### config.mk
export PLATFORM = sky130hd
export DESIGN_NAME = priority_arbiter
export DESIGN_NICKNAME = d
export VERILOG_FILES = /design/src/rtl/priority_arbiter_pkg.sv /design/src/rtl/priority_arbiter_prio_pick.sv /design/src/rtl/priority_arbiter.sv
export SDC_FILE = /design/constraint.sdc
export NUM_CORES = 1
export LEC_CHECK = 0
export ABC_AREA = 1
export CAP_MARGIN = 20
export CORE_MARGIN = 5
export CORE_UTILIZATION = 40
export CTS_CLUSTER_DIAMETER = 100
export DETAILED_ROUTE_END_ITERATION = 10
export PLACE_DENSITY = 0.83
export SKIP_CTS_REPAIR_TIMING = 1
export SYNTH_ARGS = -nofsm -noshare
export SYNTH_HDL_FRONTEND = slang
export SYNTH_SLANG_ARGS = --single-unit
### constraint.sdc
create_clock -name clk -period 1.35 [get_ports clk]
set_clock_uncertainty 0.1 [all_clocks]
set_input_delay 0.3375 -clock clk [delete_from_list [all_inputs] [get_ports clk]]
set_output_delay 0.3375 -clock clk [all_outputs]
set_load 0.005 [all_outputs]
### src/rtl/priority_arbiter_pkg.sv
// Shared types and constants for the priority arbiter and its pick logic.
package priority_arbiter_pkg;

  typedef enum logic {
    IDLE  = 1'b0,
    GRANT = 1'b1
  } state_e;

  localparam logic MODE_FIXED = 1'b0;
  localparam logic MODE_RR    = 1'b1;

  localparam int MIN_N = 2;
  localparam int MAX_N = 32;

endpackage

### src/rtl/priority_arbiter_prio_pick.sv
// Combinational first-set picker: rotate by base, find first set, un-rotate.
module prio_pick
  import priority_arbiter_pkg::*;
#(
  parameter int N     = 8,
  parameter int IDX_W = $clog2(N)
) (
  input  logic [N-1:0]     vec,
  input  logic [IDX_W-1:0] base,
  input  logic             mode,
  output logic             found,
  output logic [IDX_W-1:0] idx
);

  logic [IDX_W-1:0] eff_base;
  logic [2*N-1:0]   dbl;
  logic [N-1:0]     rot;
  logic [IDX_W-1:0] first;
  logic [IDX_W:0]   sum;

  always_comb begin
    eff_base = (mode == MODE_RR) ? base : '0;
    dbl      = {vec, vec} >> eff_base;
    // Low N bits of the doubled vector shifted by base give rot[i] = vec[(i+base) mod N].
    rot      = dbl[N-1:0];
    first    = '0;
    for (int i = N - 1; i >= 0; i--) begin
      if (rot[i]) first = IDX_W'(i);
    end
    found = |rot;
    sum   = {1'b0, first} + {1'b0, eff_base};
    if (sum >= (IDX_W + 1)'(N)) sum = sum - (IDX_W + 1)'(N);
    idx = sum[IDX_W-1:0];
  end

endmodule

### src/rtl/priority_arbiter.sv
// Registered N-input arbiter: sticky pending vector, fixed or round-robin pick,
// grant presented as index plus one-hot behind a valid/ready handshake.
//
// state | meaning
// IDLE  | no grant presented; load a selection as soon as cand is non-zero
// GRANT | grant presented and held until accepted; chain the next pick on accept
module priority_arbiter
  import priority_arbiter_pkg::*;
#(
  parameter int N     = 8,
  parameter int IDX_W = $clog2(N),
  parameter int RR_EN = 0
) (
  input  logic             clk,
  input  logic             rst,
  input  logic [N-1:0]     req,
  input  logic [N-1:0]     mask,
  output logic             grant_valid,
  output logic [IDX_W-1:0] grant_idx,
  output logic [N-1:0]     grant_onehot,
  input  logic             grant_ready,
  output logic [N-1:0]     pending
);

  localparam logic PICK_MODE = (RR_EN != 0) ? MODE_RR : MODE_FIXED;

  state_e           state, state_nxt;
  logic [IDX_W-1:0] ptr, ptr_nxt, ptr_adv, sel_base;
  logic [N-1:0]     held, cand, clr, pending_nxt, pick_onehot;
  logic [IDX_W-1:0] pick_idx;
  logic             pick_found, accept, load;

  assign accept      = (state == GRANT) && grant_ready;
  assign held        = (state == GRANT) ? grant_onehot : '0;
  assign cand        = (pending | req) & mask & ~held;
  assign clr         = accept ? grant_onehot : '0;
  assign pending_nxt = (pending & ~clr) | req;
  // Pointer wraps at N, not at 2^IDX_W, so non power-of-two sizes rotate correctly.
  assign ptr_adv     = (grant_idx == IDX_W'(N - 1)) ? '0 : grant_idx + IDX_W'(1);
  assign sel_base    = accept ? ptr_adv : ptr;

  prio_pick #(
    .N     (N),
    .IDX_W (IDX_W)
  ) u_pick (
    .vec   (cand),
    .base  (sel_base),
    .mode  (PICK_MODE),
    .found (pick_found),
    .idx   (pick_idx)
  );

  always_comb begin
    pick_onehot           = '0;
    pick_onehot[pick_idx] = 1'b1;
  end

  always_comb begin
    state_nxt = state;
    ptr_nxt   = ptr;
    load      = 1'b0;
    case (state)
      IDLE: begin
        if (pick_found) begin
          load      = 1'b1;
          state_nxt = GRANT;
        end
      end
      GRANT: begin
        if (accept) begin
          ptr_nxt = ptr_adv;
          if (pick_found) load = 1'b1;
          else            state_nxt = IDLE;
        end
      end
      default: state_nxt = IDLE;
    endcase
  end

  always_ff @(posedge clk or posedge rst) begin
    if (rst) begin
      state        <= IDLE;
      ptr          <= '0;
      pending      <= '0;
      grant_valid  <= 1'b0;
      grant_idx    <= '0;
      grant_onehot <= '0;
    end else begin
      state       <= state_nxt;
      ptr         <= ptr_nxt;
      pending     <= pending_nxt;
      grant_valid <= (state_nxt == GRANT);
      if (load) begin
        grant_idx    <= pick_idx;
        grant_onehot <= pick_onehot;
      end else if (state_nxt == IDLE) begin
        grant_onehot <= '0;
      end
    end
  end

endmodule
==> run summary, run 1 <==
TritonCTS Sinks: 20
PwrDens: 1072 nW/um^2
Fin util: 71.28%
Seq/Total Area, Yosys: 45.30%
Placer Congestion: 0.8849
CP peak stage delay: 0.43 ns
Commonest non-fill, non-tap cell in the layout: nand2_1
Period minus WS final: 1.599 ns
CTS max path bufs: 2
Reg2Reg Depth: 13
DRT antenna net count: 0
Synth Register Bits: 20
Initial Utilization: 40.77%
Final HPWL DP: 2182 microns
Synth-to-Final Area Change: 74.86%
Static leakage: 1.063 nW
Non-filler cells, final: 246
Vias in the first global route: 1,123
Post-synthesis cell type count: 18
Row cnt: 19
Hold/Removal Path Class: in -> async
Ports: 39
DP Cell Count: 230
Largest net degree at the start of global routing: 21
TritonRoute pass-1 iters: 4
Max-Cap Viols: 0
DRC errors left: 0
Synthesis warning total: 0
Clock transition at path regs: 0.12 ns
Final Hold Vio Count: 0
Cell repeated most along the worst path: nand2_1
WL final: 3354 microns
Share of cells above drive strength 1: 40.93%
Nets: 235
Commonest cells after routing, fill and taps aside: nand2_1, buf_4, dfrtp_1
CP startpoint kind: flop
Outcome: finished, violations left
I/O Buffers: 38
Mapped Cells: 146
Via-to-Cell Ratio: 4.854
Failing checks: negative setup slack
Worst VDD drop: 0.0009348 V
Fillers: 200
Crit. End Element: flop
Pins Over Slew Limit: 0
Final period util: 118.5%
Syn_nets: 165
CP top delay family: simple AND/OR/NAND/NOR gates
Slew HR: 81.36%
RSZ-0062 raised after global routing: yes
Diodes inserted: 0
Clk_lat worst skew: 0.31 ns
CP Buf/Inv Count: 2
R2r startpoint: state$_DFF_PP0_
WL/cell: 13.63 microns
1st-iter DRT viols: 47
Die Y-Extent: 62.56 microns
Core area: 2710 sq um
Final worst setup slack: -0.2495 ns
Htree depth: 1
CP Launch Point: state$_DFF_PP0_
Die area: 3913 sq um
Final Setup Violations: 14
Inserted Clock Buffers: 3
Worst EP required: 1.46 ns
CP arrival: 1.71 ns
CTS tree: done
Overall routing resource usage: 14.71%
Die width: 62.56 microns
Highest Clock Rate: 0.6252 GHz
Least-Margin Pin Slew: 0.2792 ns
Post-Syn Area: 1105 sq um
Critical-path cell list: buf_6 -> nand2_4 -> nand2_4 -> nor2_4 -> inv_1 -> nand2_1 -> nand2_1 -> nand2_1 -> nand2_1 -> nand2_2 -> nand2_4 -> nand2_2 -> nand2_2
Global-route wire length before repair: 4795 microns
Crit-path max FO: 5
Gr ovfl total: 0
Antenna violations before repair: 0
Worst Path Class, Setup: reg -> reg
Via count: 1,194
Mean Syn Cell Area: 7.567 sq um
CTS root buffer: clkbuf_4
Total stage count of the critical path: 13
Critical-path top delay cell: dfrtp_1
state kept, by name, summed over array words and instances (netlist names):
signal        flops
grant_idx         3
grant_onehot      8
state             1
pending           8
final cells by class:
cell class,count,area [sq um],area share (%)
clock buffers,4,36.28,1.878
inverters,23,93.84,4.858
multi-input cells,101,619.3,32.06
flip-flops and latches,20,500.5,25.91
well taps,31,38.79,2.008
repair buffers,67,643.1,33.29
worst reg2reg max path: stages (launching register included):
cell     delay, ns
dfrtp_1       0.43
buf_6         0.16
nand2_4       0.06
nand2_4       0.05
nor2_4        0.11
inv_1         0.04
nand2_1       0.05
nand2_1       0.05
nand2_1       0.05
nand2_1       0.06
nand2_2       0.14
nand2_4       0.09
nand2_2       0.07
nand2_2       0.05
metal layers:
metal  global-route usage (%)  routed length [microns]  vias up
met3                    3.777                      166        8
met2                    27.07                     1737       36
met4                    3.979                       80        0
li1                         -                        -      581
met5                        0                        0        -
met1                    16.57                     1369      569
logic make-up (layout without fill, tap and decap cells):
group / after synthesis / after routing / synth area share [%]
AND/OR/NAND/NOR: 89 / 89 / 38.28
buffers and inverters: 25 / 94 / 9.739
flip-flops: 20 / 20 / 45.30
AO/OA/AOI/OAI: 12 / 12 / 6.682
report_power, final:
| group | leakage (nW) | total [W] | switching [W] | internal, W |
|---|---|---|---|---|
| combinational | 0.814 | 0.000952 | 0.000473 | 0.000479 |
| clock | 0.0210 | 0.000362 | 0.000197 | 0.000165 |
| sequential | 0.228 | 0.000758 | 0.0000687 | 0.000689 |
worst paths after layout:
check / end / slack [ns]
max in group asynchronous: state$_DFF_PP0_ / 0.78
min in group clk: pending[7]$_DFF_PP0_ / 0.24
setup / recovery: grant_onehot[2]$_DFFE_PP0P_ / -0.25
setup reg to reg: grant_onehot[2]$_DFFE_PP0P_ / -0.25
hold / removal: pending[6]$_DFF_PP0_ / 0.24
hold reg to reg: grant_idx[1]$_DFFE_PP0P_ / 0.39
metrics by stage:
stage / setup TNS, ns / setup WS (ns) / total power [W] / area (sq um) / hold WS [ns]
finish: -2.808 / -0.2495 / 0.002072 / 1932 / 0.2367
global route: -4.093 / -0.3556 / 0.002195 / 1932 / 0.2556
CTS: -8.516 / -0.4379 / 0.001916 / 1697 / 0.2468
detailed placement: -6.877 / -0.5722 / 0.001555 / 1660 / 0.3765
global placement: -6.386 / -0.5279 / 0.001535 / 1660 / 0.3750
floorplan: -0.5359 / -0.07794 / 0.001154 / 1117 / 0.2013
Yosys cell counts:
library cell	number	area share, %
a31oi_1	8	4.5
inv_1	19	6.5
nand2_4	2	2.0
buf_6	1	1.0
o21ai_0	3	1.4
inv_2	3	1.0
nand3_1	7	3.2
nor2_1	12	4.1
nor2_4	2	2.0
nand2_2	7	4.0
inv_6	1	0.79
dfrtp_1	20	45
nand3_2	1	0.91
nor3_2	1	0.91
buf_2	1	0.45
nand2_1	49	17
a21oi_2	1	0.79
nor2_2	8	4.5
Power figures use the tool's default switching activity.
==> run 2: changes to the inputs <==
SLEW_MARGIN = 40   (was unset)
==> results of run 2 <==
Same layout as run 1: the final DEF is identical, and so are final timing and power.
==> run 3: changes to the inputs <==
CELL_PAD_IN_SITES_DETAIL_PLACEMENT = 1   (was unset)
CELL_PAD_IN_SITES_GLOBAL_PLACEMENT = 1   (was unset)
CORE_UTILIZATION = 28   (was 40)
==> run 3 against run 2 <==
Against the previous run: the flow still finishes with violations (negative setup slack); non-clock buffer count increased by 4; design area increased by 4.1%; register-to-register slack got worse by 0.06 ns; count of clock-buffer cells in the layout decreased by 1; die area increased by 35%; largest power group unchanged; flip-flop and latch count unchanged; total power increased by 4.0%; fmax decreased by 6.5%; core utilization decreased by 18 points; critical path type is now in -> reg; via count increased by 2.8%.
==> run summary, run 3 (synthesis results as in run 1) <==
Static leakage: 1.138 nW
WHS: 0.2961 ns
Nets: 239
Die width: 72.82 microns
Global-route wire length before repair: 5920 microns
WL final: 4146 microns
Hold/Removal Path Class: in -> async
Crit-path max FO: 2
Vias in the first global route: 1,257
DRT antenna net count: 0
Worst Path Class, Setup: in -> reg
PwrDens: 1071 nW/um^2
1st-iter DRT viols: 45
CTS root buffer: clkbuf_8
DRC errors left: 0
TritonCTS Sinks: 20
Core area: 3744 sq um
Die Y-Extent: 72.82 microns
Via count: 1,228
Diodes inserted: 0
Final HPWL DP: 2661 microns
CP startpoint kind: primary input
Share of cells above drive strength 1: 44.50%
I/O Buffers: 38
Largest net degree at the start of global routing: 21
Final Setup Violations: 14
Overall routing resource usage: 14.39%
Commonest cells after routing, fill and taps aside: nand2_1, buf_4, dlymetal6s2s_1
RSZ-0062 raised after global routing: yes
TritonRoute pass-1 iters: 4
Pins Over Slew Limit: 0
Htree depth: 1
Failing checks: negative setup slack
Placer Congestion: 0.8871
Final Hold Vio Count: 0
Antenna violations before repair: 0
Highest Clock Rate: 0.5846 GHz
PnR Total Power: 0.002154 W
WL/cell: 15.59 microns
Final TNS setup: -3.372 ns
CTS tree: done
Max-Cap Viols: 0
Worst VDD drop: 0.0005252 V
CTS max path bufs: 2
Row cnt: 22
Worst EP required: 1.46 ns
Clock transition at path regs: 0.07 ns
Inserted Clock Buffers: 3
CP arrival: 1.82 ns
Largest registers: grant_onehot (8), pending (8), grant_idx (3)
Outcome: finished, violations left
Least-Margin Pin Slew: 0.2454 ns
Ports: 39
Via-to-Cell Ratio: 4.617
Period minus WS final: 1.711 ns
Crit. End Element: flop
Gr ovfl total: 0
Slew HR: 83.63%
Initial Utilization: 29.51%
Clk_lat worst skew: 0.26 ns
Commonest non-fill, non-tap cell in the layout: nand2_1
Synth-to-Final Area Change: 81.99%
Final period util: 126.7%
Die area: 5302 sq um
Final worst setup slack: -0.3606 ns
## run 3: path summary, 6_finish.rpt
kind / slack (ns) / startpoint / endpoint / cells past startpoint
setup reg to reg: -0.31 / state$_DFF_PP0_ / grant_onehot[5]$_DFFE_PP0P_ / 10
min in group clk: 0.31 / req[2] / pending[2]$_DFF_PP0_ / 3
hold / removal: 0.30 / rst / pending[6]$_DFF_PP0_ / 3
setup / recovery: -0.36 / req[1] / grant_onehot[5]$_DFFE_PP0P_ / 10
hold reg to reg: 0.41 / grant_idx[2]$_DFFE_PP0P_ / grant_idx[2]$_DFFE_PP0P_ / 2
max in group asynchronous: 0.70 / rst / state$_DFF_PP0_ / 3
## run 3: layout make-up
class / instances / area [sq um]
fill: 466 / 1733
timing repair buffer: 71 / 703.2
multi-input combinational: 101 / 609.3
sequential: 20 / 503.0
inverter: 23 / 93.84
tap: 48 / 60.06
clock buffer: 3 / 41.29
## run 3: per-layer routing
metal	part of all wire (%)	vias to the layer above	track usage [%]
li1	-	591	-
met1	39	594	17.06
met2	54	31	26.35
met3	3.9	12	2.066
met4	3.2	0	4.713
met5	0	-	0
## run 3: report_power, final
group | leakage (nW) | internal, W | total, W | switching, W
Combinational | 0.890 | 0.000485 | 0.000976 | 0.000491
Clock | 0.0216 | 0.000199 | 0.000404 | 0.000204
Sequential | 0.226 | 0.000691 | 0.000774 | 0.0000834
Total | 1.14 | 0.00138 | 0.00215 | 0.000779
## run 3: critical path: stages
cell and delay [ns]:
clkdlybuf4s50_1 0.48, nor2_2 0.24, nor2_4 0.09, inv_2 0.10, nand2_2 0.10, nor2_2 0.10
nand3_2 0.08, nor2_2 0.13, nand3_1 0.09, nand2_1 0.06
## run 3: metrics by stage
stage          worst slack [ns]  instance area, sq um  cells  util, %
6_report                -0.3606                  2011    266    53.71
5_1_grt                 -0.4169                  2011    266    53.71
4_1_cts                 -0.5202                  1780    256    47.56
3_5_place_dp            -0.6035                  1739    253    46.46
3_3_place_gp            -0.5195                  1739    253    46.46
2_1_floorplan          -0.07794                  1117    146        -
